<file path="src/rtl/jtag_tap_multi_if.sv">
// Pin-side and core-side signal bundle for jtag_tap_multi.
// Latency: none (wires only).
// Backpressure: none; every signal is paced by tck and has no flow control.
//
// master modport: the pin and core driver side (tms, tdi, user_capture).
// slave modport:  the TAP itself.
// tck and trst are not in this bundle; they stay plain ports on the TAP.
interface jtag_tap_multi_if #(
    parameter int IR_LEN = 4,
    parameter int N_USER = 2,
    parameter int USER_W = 32
);
    logic                       tms;
    logic                       tdi;
    logic                       tdo;
    logic                       tdo_en;
    logic [3:0]                 tap_state;
    logic [IR_LEN-1:0]          ir_out;
    logic [N_USER*USER_W-1:0]   user_capture;
    logic [N_USER*USER_W-1:0]   user_data;
    logic [N_USER-1:0]          user_update;
    logic [N_USER-1:0]          user_sel;

    modport master (
        output tms, tdi, user_capture,
        input  tdo, tdo_en, tap_state, ir_out, user_data, user_update, user_sel
    );

    modport slave (
        input  tms, tdi, user_capture,
        output tdo, tdo_en, tap_state, ir_out, user_data, user_update, user_sel
    );
endinterface

</file>
<file path="src/rtl/jtag_tap_multi.sv">
// JTAG TAP: 16-state controller, IR, BYPASS, optional IDCODE, N_USER user DRs.
// Latency: ir_out/user_data load on the UP_IR/UP_DR edge; tdo is combinational.
// Backpressure: none; the serial protocol is paced entirely by tck/tms.
//
// Ports: tck (TAP clock), trst (async reset, active-high), jtag (slave modport):
//   tms/tdi in, tdo/tdo_en out, tap_state, ir_out, user_capture in,
//   user_data/user_update/user_sel out. Channel k is at [k*USER_W +: USER_W].
// Macro TAP_IDCODE_EN: adds the IDCODE instruction (opcode 1) and 32-bit register,
//   which also becomes the reset instruction. Without it, opcode 1 is BYPASS and
//   the reset instruction is all-ones.
module jtag_tap_multi #(
    parameter int          IR_LEN     = 4,
    parameter int          N_USER     = 2,
    parameter int          USER_W     = 32,
    parameter int          USER_BASE  = 8,
    parameter logic [31:0] IDCODE_VAL = 32'h1000_0001
) (
    input  logic            tck,
    input  logic            trst,
    jtag_tap_multi_if.slave jtag
);

    typedef enum logic [3:0] {
        TLR    = 4'd0,  IDLE   = 4'd1,  SEL_DR = 4'd2,  CAP_DR = 4'd3,
        SH_DR  = 4'd4,  EX1_DR = 4'd5,  PA_DR  = 4'd6,  EX2_DR = 4'd7,
        UP_DR  = 4'd8,  SEL_IR = 4'd9,  CAP_IR = 4'd10, SH_IR  = 4'd11,
        EX1_IR = 4'd12, PA_IR  = 4'd13, EX2_IR = 4'd14, UP_IR  = 4'd15
    } state_t;

`ifdef TAP_IDCODE_EN
    localparam logic [IR_LEN-1:0] RESET_IR = IR_LEN'(1);
`else
    localparam logic [IR_LEN-1:0] RESET_IR = '1;
`endif

    state_t state, state_nxt;

    logic [IR_LEN-1:0]          ir_sr;
    logic [IR_LEN-1:0]          ir_q;
    logic                       bypass_sr;
    logic [USER_W-1:0]          user_sr [N_USER];
    logic [N_USER*USER_W-1:0]   user_data_q;
    logic [N_USER-1:0]          user_update_q;
    logic [N_USER-1:0]          sel_user;
    logic                       sel_byp;
    logic                       tdo_mux;

`ifdef TAP_IDCODE_EN
    logic [31:0]                id_sr;
    logic                       sel_id;
`else
    logic                       unused_idcode;
    assign unused_idcode = ^IDCODE_VAL;
`endif

    // ---------------- controller ----------------
    always_ff @(posedge tck or posedge trst) begin
        if (trst) state <= TLR;
        else      state <= state_nxt;
    end

    always_comb begin
        state_nxt = state;
        case (state)
            TLR:     state_nxt = jtag.tms ? TLR    : IDLE;
            IDLE:    state_nxt = jtag.tms ? SEL_DR : IDLE;
            SEL_DR:  state_nxt = jtag.tms ? SEL_IR : CAP_DR;
            CAP_DR:  state_nxt = jtag.tms ? EX1_DR : SH_DR;
            SH_DR:   state_nxt = jtag.tms ? EX1_DR : SH_DR;
            EX1_DR:  state_nxt = jtag.tms ? UP_DR  : PA_DR;
            PA_DR:   state_nxt = jtag.tms ? EX2_DR : PA_DR;
            EX2_DR:  state_nxt = jtag.tms ? UP_DR  : SH_DR;
            UP_DR:   state_nxt = jtag.tms ? SEL_DR : IDLE;
            SEL_IR:  state_nxt = jtag.tms ? TLR    : CAP_IR;
            CAP_IR:  state_nxt = jtag.tms ? EX1_IR : SH_IR;
            SH_IR:   state_nxt = jtag.tms ? EX1_IR : SH_IR;
            EX1_IR:  state_nxt = jtag.tms ? UP_IR  : PA_IR;
            PA_IR:   state_nxt = jtag.tms ? EX2_IR : PA_IR;
            EX2_IR:  state_nxt = jtag.tms ? UP_IR  : SH_IR;
            UP_IR:   state_nxt = jtag.tms ? SEL_DR : IDLE;
            default: state_nxt = TLR;
        endcase
    end

    // ---------------- instruction register ----------------
    always_ff @(posedge tck or posedge trst) begin
        if (trst) begin
            ir_sr <= '0;
            ir_q  <= RESET_IR;
        end else begin
            if (state == CAP_IR)
                ir_sr <= IR_LEN'(2'b01);
            else if (state == SH_IR)
                ir_sr <= {jtag.tdi, ir_sr[IR_LEN-1:1]};

            // TLR keeps forcing the reset instruction so a stuck-high tms
            // always lands on a known DR selection.
            if (state == TLR)
                ir_q <= RESET_IR;
            else if (state == UP_IR)
                ir_q <= ir_sr;
        end
    end

    // Any opcode that is not IDCODE or a user channel falls back to BYPASS.
    always_comb begin
        sel_user = '0;
        for (int k = 0; k < N_USER; k++)
            if (ir_q == IR_LEN'(USER_BASE + k)) sel_user[k] = 1'b1;
    end

`ifdef TAP_IDCODE_EN
    assign sel_id  = (ir_q == IR_LEN'(1));
    assign sel_byp = ~(|sel_user) & ~sel_id;
`else
    assign sel_byp = ~(|sel_user);
`endif

    // ---------------- data registers ----------------
    // Only the selected register captures/shifts; the others hold, so a
    // Pause/Exit2 detour leaves everything untouched.
    always_ff @(posedge tck or posedge trst) begin
        if (trst) begin
            bypass_sr <= 1'b0;
            for (int k = 0; k < N_USER; k++) user_sr[k] <= '0;
`ifdef TAP_IDCODE_EN
            id_sr     <= '0;
`endif
        end else if (state == CAP_DR) begin
            if (sel_byp) bypass_sr <= 1'b0;
`ifdef TAP_IDCODE_EN
            if (sel_id)  id_sr <= IDCODE_VAL;
`endif
            for (int k = 0; k < N_USER; k++)
                if (sel_user[k]) user_sr[k] <= jtag.user_capture[k*USER_W +: USER_W];
        end else if (state == SH_DR) begin
            if (sel_byp) bypass_sr <= jtag.tdi;
`ifdef TAP_IDCODE_EN
            if (sel_id)  id_sr <= {jtag.tdi, id_sr[31:1]};
`endif
            for (int k = 0; k < N_USER; k++)
                if (sel_user[k]) begin
                    if (USER_W == 1) user_sr[k] <= jtag.tdi;
                    else             user_sr[k] <= {jtag.tdi, user_sr[k][USER_W-1:1]};
                end
        end
    end

    // ---------------- user update ----------------
    // user_update is registered, so it is high for the cycle after UP_DR.
    always_ff @(posedge tck or posedge trst) begin
        if (trst) begin
            user_data_q   <= '0;
            user_update_q <= '0;
        end else begin
            user_update_q <= '0;
            if (state == UP_DR) begin
                for (int k = 0; k < N_USER; k++)
                    if (sel_user[k]) begin
                        user_data_q[k*USER_W +: USER_W] <= user_sr[k];
                        user_update_q[k]                <= 1'b1;
                    end
            end
        end
    end

    // ---------------- tdo ----------------
    always_comb begin
        tdo_mux = 1'b0;
        if (state == SH_IR) begin
            tdo_mux = ir_sr[0];
        end else if (state == SH_DR) begin
            if (sel_byp) tdo_mux = bypass_sr;
`ifdef TAP_IDCODE_EN
            if (sel_id)  tdo_mux = id_sr[0];
`endif
            for (int k = 0; k < N_USER; k++)
                if (sel_user[k]) tdo_mux = user_sr[k][0];
        end
    end

    assign jtag.tdo         = tdo_mux;
    assign jtag.tdo_en      = (state == SH_IR) || (state == SH_DR);
    assign jtag.tap_state   = state;
    assign jtag.ir_out      = ir_q;
    assign jtag.user_data   = user_data_q;
    assign jtag.user_update = user_update_q;
    assign jtag.user_sel    = sel_user;

endmodule

</file>
<file path="src/flat_wrapper.sv">
// flat-port wrapper written by rule: the top's interface ports become plain ports
module jtag_tap_multi_flat 
#(
    parameter int          IR_LEN     = 4,
    parameter int          N_USER     = 2,
    parameter int          USER_W     = 32,
    parameter int          USER_BASE  = 8,
    parameter logic [31:0] IDCODE_VAL = 32'h1000_0001
)
  (tck, trst, jtag_tms, jtag_tdi, jtag_user_capture, jtag_tdo, jtag_tdo_en, jtag_tap_state, jtag_ir_out, jtag_user_data, jtag_user_update, jtag_user_sel);
  jtag_tap_multi_if #(.IR_LEN(IR_LEN), .N_USER(N_USER), .USER_W(USER_W)) jtag_i ();
  input  logic tck;
  input  logic trst;
  input wire logic [$bits(jtag_i.tms)-1:0] jtag_tms;
  input wire logic [$bits(jtag_i.tdi)-1:0] jtag_tdi;
  input wire logic [$bits(jtag_i.user_capture)-1:0] jtag_user_capture;
  output wire logic [$bits(jtag_i.tdo)-1:0] jtag_tdo;
  output wire logic [$bits(jtag_i.tdo_en)-1:0] jtag_tdo_en;
  output wire logic [$bits(jtag_i.tap_state)-1:0] jtag_tap_state;
  output wire logic [$bits(jtag_i.ir_out)-1:0] jtag_ir_out;
  output wire logic [$bits(jtag_i.user_data)-1:0] jtag_user_data;
  output wire logic [$bits(jtag_i.user_update)-1:0] jtag_user_update;
  output wire logic [$bits(jtag_i.user_sel)-1:0] jtag_user_sel;
  assign jtag_i.tms = jtag_tms;
  assign jtag_i.tdi = jtag_tdi;
  assign jtag_i.user_capture = jtag_user_capture;
  assign jtag_tdo = jtag_i.tdo;
  assign jtag_tdo_en = jtag_i.tdo_en;
  assign jtag_tap_state = jtag_i.tap_state;
  assign jtag_ir_out = jtag_i.ir_out;
  assign jtag_user_data = jtag_i.user_data;
  assign jtag_user_update = jtag_i.user_update;
  assign jtag_user_sel = jtag_i.user_sel;
  jtag_tap_multi #(.IR_LEN(IR_LEN), .N_USER(N_USER), .USER_W(USER_W), .USER_BASE(USER_BASE), .IDCODE_VAL(IDCODE_VAL)) u_core (.tck(tck), .trst(trst), .jtag(jtag_i));
endmodule
</file>
<file path="config.mk">
export PLATFORM = sky130hd
export DESIGN_NAME = jtag_tap_multi_flat
export DESIGN_NICKNAME = d
export VERILOG_FILES = /design/src/rtl/jtag_tap_multi_if.sv /design/src/rtl/jtag_tap_multi.sv /design/src/flat_wrapper.sv
export SDC_FILE = /design/constraint.sdc
export NUM_CORES = 1
export LEC_CHECK = 0
export ABC_AREA = 1
export ABC_CLOCK_PERIOD_IN_PS = 6150
export CAP_MARGIN = 5
export CORE_MARGIN = 4
export CORE_UTILIZATION = 46
export DETAILED_ROUTE_END_ITERATION = 7
export HOLD_SLACK_MARGIN = 0.08
export PLACE_DENSITY = 0.77
export SLEW_MARGIN = 10
export SYNTH_ARGS = -nofsm -noshare
export SYNTH_HDL_FRONTEND = slang
export SYNTH_SLANG_ARGS = --single-unit
</file>
<file path="constraint.sdc">
create_clock -name tck -period 6.15 [get_ports tck]
set_input_delay 0.615 -clock tck [delete_from_list [all_inputs] [get_ports tck]]
set_output_delay 0.615 -clock tck [all_outputs]
set_load 0.03 [all_outputs]
</file>
# After elaboration in Yosys (flattened, before gate mapping)
# Index checks and enable logic that the tools add are counted.
[word_totals]
ff_bits = 143
inputBits = 68
output_inout_bits = 78
wordCells = 82
[classes]
n_eq_ne = 21
n_mux = 37
n_bitwise = 1
n_reduce_logical = 14
[op_table]
columns = ["op", "n"]
rows = [
  ["$mux W32", 4],
  ["$mux W64", 2],
  ["$pmux W4 S12", 1],
  ["$eq A4 B4 Y1 const B", 10],
  ["$mux W4", 8],
  ["$eq A4 B3 Y1 const B", 4],
  ["$mux W1", 16],
  ["$eq A4 B2 Y1 const B", 2],
  ["$mux W2", 4],
  ["$ne A2 B2 Y1 const B", 4],
  ["$mux W3", 2],
  ["$reduce_and A2 Y1", 3],
  ["$reduce_and A3 Y1", 2],
  ["$reduce_bool A2 Y1", 3],
  ["$reduce_or A2 Y1", 3],
  ["$eq A4 B1 Y1 const B", 1],
  ["$logic_not A4 Y1", 1],
  ["$reduce_or A3 Y1", 1],
  ["$logic_or A1 B1 Y1", 1],
  ["$not A1 Y1", 1],
]

# Depth between registers and ports, before layout
# Gate-level depths: netlist of the first run.
[depth]
word_depth = 8
ltp_mapped = 9
mapped_depth_nobuf = 8

# Worst setup path after synthesis of the first run
# No wires, ideal clock.
[synth_path]
path_type = "flip-flop to output port"
startpoint = "register u_core.ir_q[3] (netlist: u_core.jtag.ir_out[3])"
endpoint = "output port jtag_tdo"
arrival_time_ps = 1533
required_time_ps = 5535
setup_slack_ps = 4002
path_stages_with_launch = 6
n_path_buf = 0
cell_sequence = "dfstp_2 -> nand3_2 -> nor2_2 -> nand2_1 -> nand3_1 -> nand2_1"
[synth_between]
elab_chain_len = 8
elab_cells_between_ends = 10
classes_between = "2 x eq/ne; 7 x mux; 1 x reduce/logical"
[synth_rtl]
columns = ["element", "line_no", "rtl"]
rows = [
  ["start: declaration", "jtag_tap_multi.sv:39", "logic [IR_LEN-1:0] ir_q;"],
  ["start signal: assignment", "jtag_tap_multi.sv:101", "ir_q <= ir_sr;"],
  ["$eq A4 B4 Y1 (*)", "jtag_tap_multi.sv:109", "if (ir_q == IR_LEN'(USER_BASE + k)) sel_user[k] = 1'b1;"],
  ["$mux W1 (*)", "jtag_tap_multi.sv:109", ""],
  ["named net jtag_user_sel[1]", "flat_wrapper.sv:23", "output wire logic [$bits(jtag_i.user_sel)-1:0] jtag_user_sel;"],
  ["$reduce_or A2 Y1", "jtag_tap_multi.sv:116", "assign sel_byp = ~(|sel_user);"],
  ["$mux W1", "jtag_tap_multi.sv:173", "if (sel_byp) tdo_mux = bypass_sr;"],
  ["$mux W1", "jtag_tap_multi.sv:178", "if (sel_user[k]) tdo_mux = user_sr[k][0];"],
  ["$mux W1 (*)", "jtag_tap_multi.sv:178", ""],
  ["$mux W1 (*)", "jtag_tap_multi.sv:172", "end else if (state == SH_DR) begin"],
  ["$mux W1 (*)", "jtag_tap_multi.sv:170", "if (state == SH_IR) begin"],
  ["end: declaration", "flat_wrapper.sv:17", "output wire logic [$bits(jtag_i.tdo)-1:0] jtag_tdo;"],
]
# Mark *: on every way through the listed nets, which the timed path passes. The rest lies on a longest branch.

# Final worst setup path of the first run
[layout_path]
startpoint = "register u_core.state[2] (netlist: u_core.jtag.tap_state[2])"
endpoint = "output port jtag_tdo"
[layout_between]
elab_chain_len = 3
elab_cells_between_ends = 4
classes_between = "2 x eq/ne; 2 x mux"
[layout_rtl]
columns = ["element", "line_no", "rtl"]
rows = [
  ["start: declaration", "jtag_tap_multi.sv:36", "state_t state, state_nxt;"],
  ["start signal: assignment", "jtag_tap_multi.sv:59", "else state <= state_nxt;"],
  ["$eq A4 B3 Y1", "jtag_tap_multi.sv:172", ""],
  ["$mux W1", "jtag_tap_multi.sv:172", ""],
  ["$mux W1 (*)", "jtag_tap_multi.sv:170", ""],
]
# Mark *: on every way between the ends. The rest lies on a longest branch, timed or not.

==> results by stage, run 1 <==
Pwr:
- The register share of total power is a little over a third.
- Dividing total power by cell area gives a power density of roughly 530 nW/µm².
- The switching power summed over all nets is about 1.7 mW.
- The combinational cell fraction of total power is between 40% and 50%.
- Summed over all cells, the static leakage comes to about 4.2 nW.
- Internal power comes to 2.71 mW.
- The clock network burns ~23% of the power.
- The highest ir drop seen on vdd is between 0.0002 and 0.0003 V.
- Of the total power, the share spent switching nets is around two fifths.

Layout:
- The total number of nets in the final design is 956.
- The share of cells above drive strength 1 is about 6.9%.
- The leading cell type in the layout, fill and taps excluded is sky130_fd_sc_hd__nand2_1.
- Counting the fill cells in the layout gives 1231.
- The repair_antennas step left the layout with diodes totalling 0.
- The final non-filler cell total is around 1100.
- The library cells used most frequently in the layout, excluding fill and tap cells, are sky130_fd_sc_hd__nand2_1 (286), sky130_fd_sc_hd__clkdlybuf4s50_1 (145), sky130_fd_sc_hd__dfrtp_1 (139).
- From synthesis to final layout, the design area changed by 31.2%.

Worst setup path:
- For this run, the slowest stage of the critical path takes ~700 ps.
- Counting both buffers and inverters, the worst setup path holds a total of 2.
- The critical register-to-register path startpoint is u_core.jtag.tap_state[1].
- The worst reg2reg path depth is 8.
- The slack of the worst reg-to-reg path is around 3400 ps.
- In this run the worst path has a maximum fanout of 6.
- The signal on the critical path passes through inv_2, nor2_1, nand2_2, a21oi_1, nand3_1, nand2_1, clkdlybuf4s50_1.
- The worst reg2reg path endpoint is u_core.user_sr[32].
- The kind of cell adding the most delay to the critical path is buffers and inverters.
- The critical path is of the flip-flop to primary output type.
- The type of origin of the critical path is a flip-flop.
- For this design, the slowest cell found on the critical path is sky130_fd_sc_hd__clkdlybuf4s50_1.
- The worst setup path is captured at a primary output.
- At the worst endpoint, the required time is approximately 5500 ps.
- STA puts the critical path data arrival time at roughly 2300 ps.

Clock network:
- The number of buffers inserted for hold repair after clock tree synthesis is 0.
- The root buffer cell is sky130_fd_sc_hd__clkbuf_16.
- The clock net sink count is around 140.
- In this run the number of H-tree levels came out at 4.
- The clock latency at the later pin of the worst-skew pair is around 420 ps.
- The clock passes through at most 2 buffers.
- Post-CTS timing repair inserted 0 buffers for setup.
- The clock-pin slew of the registers on the worst-case setup and hold paths is ~60 ps.
- Post-CTS repair changed the size of 0 cells.
- The clock tree from TritonCTS is yes.
- TritonCTS created 17 clock buffers.

Route:
- Using the TritonRoute via totals, the vias-per-cell ratio works out to between 4 and 5.
- The per-cell routed wire length is between 10 and 15 µm.
- The routed design has between 10000 and 15000 µm of wire.
- In the routed design, unresolved DRC markers number 0.
- The overall via count from detail_route is around 5300.
- The detailed router finished its first iteration with roughly 500 violations.
- The first TritonRoute pass finished after 5 iterations.
- In this run the remaining antenna-violating nets after routing total 0.

Timing:
- The measured slew at the worst slew-check pin is ~1000 ps.
- The timing-limited maximum frequency is about 350 MHz.
- The shortest period the worst path allows is slightly below 3000 ps.
- Across the routed clock network, the largest skew measured is 8.62 ps.
- The setup TNS is 0 ps.
- Setup repair after global routing left no endpoint under its margin.
- The final hold violation count came to 0.
- The final count of pins violating max slew was 0.
- The post-route clock period utilization is between 40% and 50%.
- The worst relative slew slack is about 30%.
- The total of endpoints with negative setup slack in the final report is 0.

Synth:
- The mean instance size in the synthesized netlist is around 8.4 µm².
- After synthesis, flip-flops and latches occupy a little under three fifths of the total area.
- The most common flop cell mapped by yosys is sky130_fd_sc_hd__dfrtp_1.
- The total number of yosys warnings is 0.
- The cell count after synthesis came out at 761.
- After synthesis the netlist holds a flip-flop and latch count of roughly 140.
- The number of flops mapped to enable cells by yosys is 0.
- After synthesis, the netlist uses 29 different library cells.
- Counting flops with an async set or reset pin after synthesis yields a share of 100%.
- The synthesized netlist net count is 829.
- The summed instance area of the synthesized netlist is around 6400 µm².

Flow run:
- Across the run, the number of max-cap violations was 0.

Global routing:
- The global-route wire length before repair is approximately 25000 µm.
- The aggregate global routing overflow is 0.
- The number of global-route vias before repair is ~5000.
- The number of antenna violations at the first check in global routing is 0.
- The pin count of the biggest net entering global routing is about 110.
- The global router's overall resource usage is around a fifth.

Placed design:
- The sum of net half-perimeters after detailed placement is around 10000 µm.
- The total of buffers placed on input and output ports is 145.
- The number of placed instances, taps included, is 1045.
- The final weighted congestion in routability-driven placement is around 0.86.

Hold path:
- The startpoint identified for the worst hold timing path is u_core.jtag.user_data[7].
- The type of the most critical hold path is flip-flop to flip-flop.
- The worst hold path stage count is 2.
- The terminating pin of the worst hold path is u_core.jtag.user_data[7].

Floorplanning:
- The I/O pin count is around 150.
- The floorplan die area is 15900 µm².
- The initial utilization of the core area, before any placement, comes to a little under half.
- Measured along the x axis, the die boundary spans between 100 and 150 µm.
- The floorplan step defined a core boundary enclosing 13500 µm².
- The site row count is between 40 and 50.
- The height of the die is 126 µm.

Outcome:
- The run finished with clean final reports.
[per-stage QoR]
stage / total power, mW / hold slack, ps / setup slack [ps] / cell area, µm² / utilization (%)
2_1_floorplan: 2.82 / 453 / 1700 / 6400 / -
3_3_place_gp: 3.38 / 462 / 3450 / 7800 / 58.0
3_5_place_dp: 3.43 / 464 / 3390 / 7800 / 58.0
4_1_cts: 4.48 / 481 / 3250 / 8400 / 62.5
5_1_grt: 4.76 / 502 / 3050 / 8400 / 62.5
6_report: 4.43 / 477 / 3260 / 8400 / 62.5
[sequential cells by signal (all words and copies together), names as in the netlist]
signal	flops
u_core.jtag.user_data	64
u_core.user_sr	64
u_core.ir_sr	4
u_core.jtag.ir_out	4
u_core.jtag.tap_state	4
u_core.jtag.user_update	2
u_core.bypass_sr	1
[layer usage]
layer	track usage, %	vias to the layer above	routed length [µm]
met3	4.95	18	958
met1	25.5	2415	6470
met4	6.12	0	210
met5	0	-	0
li1	-	2672	-
met2	31.2	173	7210
[worst max path at each step]
stage          slack, ps                 end                startpoint  cells past startpoint
2_1_floorplan       1700    u_core.bypass_sr                      trst                      1
3_3_place_gp        3450  u_core.user_sr[32]  u_core.jtag.tap_state[1]                      8
3_5_place_dp        3390  u_core.user_sr[32]  u_core.jtag.tap_state[1]                      8
4_1_cts             3250            jtag_tdo  u_core.jtag.tap_state[2]                      7
5_1_grt             3050  u_core.user_sr[32]  u_core.jtag.tap_state[1]                      8
6_report            3260            jtag_tdo  u_core.jtag.tap_state[2]                      7
[synth_stat cells, drive strengths merged, types with 2 or more instances]
cell | number | area (µm²)
a21oi | 4 | 20.0
a31oi | 2 | 12.5
buf | 33 | 270
clkbuf | 7 | 27.5
dfrtp | 139 | 3480
dfstp | 4 | 105
inv | 70 | 263
nand2 | 294 | 1140
nand3 | 25 | 130
nor2 | 13 | 56.3
o21ai | 161 | 836
o22ai | 2 | 12.5
[worst register-to-register path, stage by stage (launching register included)]
cell                       delay (ps)
sky130_fd_sc_hd__dfrtp_1          450
sky130_fd_sc_hd__nand2_2          120
sky130_fd_sc_hd__clkinv_2         230
sky130_fd_sc_hd__nand2_4          820
sky130_fd_sc_hd__nand2_4          150
sky130_fd_sc_hd__nand2_4          400
sky130_fd_sc_hd__inv_2            270
sky130_fd_sc_hd__nand2_1          100
sky130_fd_sc_hd__o21ai_0           80
[cells by family after synthesis]
family | after synthesis | share of synthesized area (%)
AND/OR/NAND/NOR | 335 | 21.1
AO/OA/AOI/OAI | 172 | 14.1
flip-flops | 143 | 56.0
buffers and inverters | 111 | 8.83
[power groups by stage]
stage                     Sequential (mW)  Combinational, mW  Clock (mW)
after floorplan                      1.89              0.925           0
after global placement               1.59               1.79           0
after detailed placement             1.60               1.83           0
after CTS                            1.59               1.84        1.05
after global routing                 1.64               2.03        1.09
final                                1.59               1.82        1.03
[area by class of cell]
cell class	count	area [µm²]	share of cell area [%]
tap	176	220	2.62
clock inverter	6	80.1	0.953
timing repair buffer	148	1470	17.5
clock buffer	26	519	6.18
inverter	71	273	3.25
multi-input combinational	507	2250	26.8
sequential	143	3580	42.6
(Power assumes the default switching activity.)
==> run 2: changes to the inputs <==
Settings changed: ABC_CLOCK_PERIOD_IN_PS 6150 to 2730.
Clock period 6.15 ns to 2.73 ns, I/O delays scaled along.
==> run 2 against run 1 <==
Against the previous run: flip-flop and latch count stayed put; critical path depth is 1 lower; global-route usage is 0.41 points higher; setup slack worse by 3100 ps.
==> results by stage, run 2 (synthesis gave the netlist of run 1 again) <==
Clock network:
- The number of buffers created by CTS came to 17 (unchanged).
- The count of cells resized by post-cts repair is 0 (unchanged).
- The clock tree from TritonCTS is yes.
- The cell sitting at the root of the clock tree is a sky130_fd_sc_hd__clkbuf_16.
- The clock latency at the later pin of the worst-skew pair came to 410 ps (about the same).
- The post-CTS setup buffer count is 0 (unchanged).
- The clock-pin slew of the registers on the worst-case setup and hold paths is 50 ps (about the same).
- The buffer depth of the longest clock path is 2 (unchanged).
- The H-tree depth is 4 (unchanged).
- The number of buffers inserted for hold repair after clock tree synthesis is 0 (unchanged).
- The clock net sink count is 143 (unchanged).

Worst setup path:
- The slack of the worst reg-to-reg path is 420 ps (-2970 ps).
- The classification of the worst setup path is flip-flop to primary output.
- The library cell contributing the largest single delay on the critical path is sky130_fd_sc_hd__clkdlybuf4s50_1.
- Walking the worst path, the cells encountered are nor2_1, nand2_2, a21oi_1, nand3_1, nand2_1, clkdlybuf4s50_1.
- The worst setup path is launched from a flip-flop.
- The cell family contributing the most delay on the critical path is buffers and inverters.
- The cell count along the critical path was 6 (-1).
- The worst reg2reg path depth is 8 (unchanged).
- The maximum fanout along the worst path is 7 (+1).
- The critical register-to-register path startpoint is u_core.jtag.tap_state[0].
- The delay contributed by the slowest stage of the critical path is 690 ps (about the same).
- The most critical setup path has its endpoint at jtag_tdo.
- The signal arrival time at the worst endpoint was 2300 ps (+30 ps).
- The buffering stage count on the worst path with inverters included is 1 (-1).
- The critical path capture point type is a primary output.
- The critical path data required time came to 2460 ps (-3070 ps).
- The endpoint identified for the worst register-to-register timing path is u_core.user_sr[32].
- The first element of the critical path is u_core.jtag.tap_state[1].

Global routing:
- The global router's overall resource usage was 19.6% (+0.41 points).
- The number of antenna violations at the first check in global routing is 0 (unchanged).
- The number of global-route vias before repair is 5096 (+1.5%).
- The global-route wire length before repair was 25300 µm (+2.6%).
- The aggregate global routing overflow is 0 (unchanged).
- The pin count of the biggest net entering global routing is 83 (-27%).

Flow run:
- The number of violations of the max-capacitance limit was 0 (unchanged).

Timing:
- Based on the critical path, the design can be clocked at up to 389 MHz.
- The final count of pins violating max slew is 0 (unchanged).
- The final hold violation count is 0 (unchanged).
- The setup TNS was 0 ps (unchanged).
- The worst relative slew slack was 54.8% (+25 points).
- The total of endpoints with negative setup slack in the final report was 0 (unchanged).
- The post-route clock period utilization is 94.1%.
- Setup repair after global routing left no endpoint under its margin.
- The measured slew at the worst slew-check pin came to 675 ps (-374 ps).
- The clock skew after layout came to 6.24 ps (-2.38 ps).
- The worst path needs 2570 ps of the cycle, external delays included.

Layout:
- The leading cell type in the layout, fill and taps excluded is sky130_fd_sc_hd__nand2_1.
- Compared with the post-synthesis result, the final layout area differs by 32.5%.
- The final cell utilization of the core is 63.0% (+0.58 points).
- The antenna diode instance count came to 0 (unchanged).
- Leaving out fill and tap cells, the most frequent cells in the layout are sky130_fd_sc_hd__nand2_1 (286), sky130_fd_sc_hd__clkdlybuf4s50_1 (145), sky130_fd_sc_hd__dfrtp_1 (139).
- The total number of nets in the final design came to 959 (+0.31%).
- The share of cells above drive strength 1 was 7.32% (+0.44 points).

Floorplanning:
- The effective utilization at floorplan is 47.6% (unchanged).
- The I/O pin count is 146 (unchanged).
- The floorplan die area is 15900 µm² (unchanged).
- The site row count is 42 (unchanged).
- The die span in x is 126 µm (unchanged).
- The core region area is 13500 µm² (unchanged).
- The height of the die is 126 µm (unchanged).

Route:
- The post-route antenna net violation count is 0 (unchanged).
- The detailed-routing iteration count for the pre-antenna-repair pass is 5 (unchanged).
- The post-detailed-route DRC marker count came to 0 (unchanged).
- The wire length on met1 came to 6840 µm (+5.7%).
- The wire length after detailed routing is 14800 µm (about the same).
- The routed wire length on met3 came to 798 µm (-17%).
- The met2 wire length came to 6840 µm (-5.1%).
- Signal routing reaches up to met4.
- The number of DRC violations after detailed-routing iteration 0 is 516 (+4.2%).
- The via density per instance was 4.92 (+0.30%).
- The overall via count from detail_route is 5299 (+0.40%).
- The per-cell routed wire length is 13.8 µm (-0.19%).

Outcome:
- The flow ran to the end, and the final reports show no timing, DRC or antenna violations.

Pwr:
- The leakage power of the design is 4.25 nW (+0.40%).
- The highest ir drop seen on vdd came to 0.000733 V (+170%).
- The power per cell area was 1190 nW/µm² (+130%).

Placed design:
- The total of buffers placed on input and output ports is 145 (unchanged).
- The final weighted congestion in routability-driven placement is 0.880 (+2.6%).
- The sum of net half-perimeters after detailed placement is 10000 µm (+0.36%).

Hold path:
- The type of the most critical hold path is input port to async pin.
==> run 2: cell count changes in the layout (fill, tap and decap cells not counted) <==
cell / change
sky130_fd_sc_hd__buf_12: +3
sky130_fd_sc_hd__clkbuf_8: -4
sky130_fd_sc_hd__clkinvlp_4: +5
sky130_fd_sc_hd__clkbuf_1: -3
sky130_fd_sc_hd__clkinv_2: -1
sky130_fd_sc_hd__inv_6: -1
sky130_fd_sc_hd__bufinv_16: +2
==> run 2: power by group <==
| group | leakage (nW) | switching [mW] | internal (mW) | total (mW) |
|---|---|---|---|---|
| registers | 1.77 | 0.532 | 3.05 | 3.58 |
| clock network | 0.293 | 0.857 | 1.56 | 2.42 |
| logic | 2.19 | 2.52 | 1.59 | 4.12 |
==> run 2: worst reg2reg max path: stages, from the launching register on <==
cell,delay (ps)
sky130_fd_sc_hd__dfrtp_1,450
sky130_fd_sc_hd__nand2_2,130
sky130_fd_sc_hd__clkinv_2,240
sky130_fd_sc_hd__nand2_4,400
sky130_fd_sc_hd__nand2_4,130
sky130_fd_sc_hd__nand2_4,380
sky130_fd_sc_hd__inv_2,280
sky130_fd_sc_hd__nand2_1,110
sky130_fd_sc_hd__o21ai_0,70
==> run 2: layout make-up <==
cell class / instances / area (µm²)
clock buffer: 19 / 453
clock inverter: 11 / 165
fill: 1169 / 4970
multi-input combinational: 507 / 2250
timing repair buffer: 151 / 1530
tap: 176 / 220
sequential: 143 / 3580
inverter: 71 / 272
==> run 2: through the flow <==
| step | total power [mW] | cell area, µm² | instances | hold WS [ps] | setup slack, ps |
|---|---|---|---|---|---|
| after floorplan | 6.35 | 6410 | 761 | 392 | 669 |
| after global placement | 7.63 | 7860 | 1048 | 464 | 529 |
| after detailed placement | 7.74 | 7860 | 1048 | 464 | 442 |
| after CTS | 10.2 | 8480 | 1078 | 351 | 162 |
| after global routing | 10.9 | 8480 | 1078 | 368 | 21.3 |
| final | 10.1 | 8480 | 1078 | 339 | 161 |
==> run 2: how the worst min path moves through the flow <==
stage | start | to | slack, ps | depth (start not counted)
floorplan | jtag_tms | u_core.jtag.tap_state[0] | 390 | 2
global placement | u_core.jtag.user_data[63] | u_core.jtag.user_data[63] | 460 | 2
detailed placement | u_core.jtag.user_data[4] | u_core.jtag.user_data[4] | 460 | 2
CTS | trst | u_core.jtag.user_update[1] | 350 | 3
global route | trst | u_core.jtag.user_update[1] | 370 | 3
finish | trst | u_core.jtag.user_update[1] | 340 | 3
==> run 2: routing by layer <==
| layer | vias to the layer above | track usage (%) |
|---|---|---|
| met2 | 169 | 29.2 |
| li1 | 2672 | - |
| met4 | 0 | 7.95 |
| met1 | 2434 | 28.0 |
| met5 | - | 0 |
| met3 | 24 | 4.49 |
==> RTL change: new RTL, config.mk and constraints of run 1 <==
Make the reset (`trst`) synchronous in 4 clocked blocks. Comments in the files are not updated.
--- a/src/rtl/jtag_tap_multi.sv
+++ b/src/rtl/jtag_tap_multi.sv
@@ -54,7 +54,7 @@
 `endif
 
     // ---------------- controller ----------------
-    always_ff @(posedge tck or posedge trst) begin
+    always_ff @(posedge tck) begin
         if (trst) state <= TLR;
         else      state <= state_nxt;
     end
@@ -83,7 +83,7 @@
     end
 
     // ---------------- instruction register ----------------
-    always_ff @(posedge tck or posedge trst) begin
+    always_ff @(posedge tck) begin
         if (trst) begin
             ir_sr <= '0;
             ir_q  <= RESET_IR;
@@ -119,7 +119,7 @@
     // ---------------- data registers ----------------
     // Only the selected register captures/shifts; the others hold, so a
     // Pause/Exit2 detour leaves everything untouched.
-    always_ff @(posedge tck or posedge trst) begin
+    always_ff @(posedge tck) begin
         if (trst) begin
             bypass_sr <= 1'b0;
             for (int k = 0; k < N_USER; k++) user_sr[k] <= '0;
@@ -148,7 +148,7 @@
 
     // ---------------- user update ----------------
     // user_update is registered, so it is high for the cycle after UP_DR.
-    always_ff @(posedge tck or posedge trst) begin
+    always_ff @(posedge tck) begin
         if (trst) begin
             user_data_q   <= '0;
             user_update_q <= '0;
Function: differs if trst is asserted again (counterexample within 4 cycles, from zero or initial values and one cycle with trst high); with trst held inactive, the same outputs for 10 cycles.
==> RTL change against run 1 <==
- synthesized area fell by 4.8%
- cell count fell by 7.1%
- design area fell by 2.6%
- worst setup slack got worse by 770 ps
- largest cell class unchanged
- sequential cell count did not move
- wire length rose by 5.5%
- via count rose by 0.74%
- critical endpoint is now u_core.user_sr[0][45]$_DFFE_PP_
Power is not compared: it rests on default switching activity, and its combinational part moved more than twofold at a synthesized area within 25%.
==> RTL change: results (changes against run 1) <==
| Metric | Value |
|---|---|
| Outcome | completed (unchanged) |
| Synth cell types | 27 (was 29) |
| Fin Hold WS | 481 ps (was 477 ps) |
| Largest net degree at the start of global routing | 71 (was 114) |
| Met3 WL | 1.52 mm (was 958 um) |
| FF-to-FF End | u_core.user_sr[0][45]$_DFFE_PP_ (was u_core.user_sr[32]$_DFFE_PP0P_) |
| Vias in the first global route | 4992 (was 5020) |
| WL met2 | 7.32 mm (was 7.21 mm) |
| First-pass GRT wire length | 24.9 mm (was 24.7 mm) |
| Seq/total area | 42.8% (was 42.6%) |
| Post-synth EDFFs | 64 (was 0) |
| Share of layout cells above drive strength 1 | 7.85% (was 6.88%) |
| Worst slew pin tran | 1070 ps (was 1050 ps) |
| Min cycle time layout | 3660 ps (was 2890 ps) |
| Non-Filler Instances | 1000 (was 1077) |
| Syn Nets | 762 (was 829) |
| Half-perimeter wire length after placement | 10.2 mm (was 10.0 mm) |
| Cells taking the most area after synthesis | edfxtp_1 (32%), dfxtp_1 (26%), nand3_1 (10%) (was dfrtp_1 (54%), nand2_1 (17%), o21ai_0 (6.7%)) |
| Worst stage delay on the critical path | 860 ps (was 690 ps) |
| Synth Area in Compound Gates | 7.90% (was 14.1%) |
| Placed inst area | 0.00752 sq mm (was 0.00780 sq mm) |
| Mean Syn Cell Area | 8.78 sq um (was 8.41 sq um) |
| Multi-input gate count | 479 (was 507) |
| Final nets | 883 (was 956) |
| Repair and plain buffers | 150 (was 148) |
| # clk buffers | 22 (was 26) |
| Data buffer area share | 18.2% (was 17.5%) |
| FFs w/ async S/R, synth | 0% (was 100%) |
| Tot Pwr | around 0.0023 W |
| Layout Skew | 6.02 ps (was 8.62 ps) |
| FILL cells | 1034 (was 1231) |
| GRT Resource Usage Total | 21.2% (was 19.2%) |
| M1 WL | 6.57 mm (was 6.47 mm) |
| Register area share after synthesis | 57.5% (was 56.0%) |
| Crit path max-delay cell type | inv_2 (was clkdlybuf4s50_1) |
| Drt total wl | 15.7 mm (was 14.9 mm) |
| First DRT Iteration DRCs | 667 (was 495) |
| Drt first pass iters | 6 (was 5) |
| Non-clk invs | 24 (was 71) |
-- RTL change: cell count changes after synthesis, moves of 10 or more --
| cell | run 1 | this run |
|---|---|---|
| nor2_1 | 10 | 146 |
| dfrtp_1 | 139 | 0 |
| clkbuf_1 | 6 | 17 |
| edfxtp_1 | 0 | 64 |
| dfxtp_1 | 0 | 79 |
| nand3_1 | 24 | 126 |
| nand2_1 | 286 | 92 |
| inv_1 | 66 | 16 |
| o21ai_0 | 86 | 17 |
| nand3_2 | 1 | 11 |
-- RTL change: tightest hold or removal path: cells and delay by family (launching register included) --
kind	cells	cell delay, ps
AND/OR/NAND/NOR	2	130
flip-flops	1	320
-- RTL change: layer usage --
| metal | vias to the layer above | track usage, % |
|---|---|---|
| met5 | - | 0 |
| met4 | 0 | 7.75 |
| met3 | 28 | 6.08 |
| met2 | 274 | 33.2 |
| met1 | 2422 | 28.1 |
| li1 | 2593 | - |
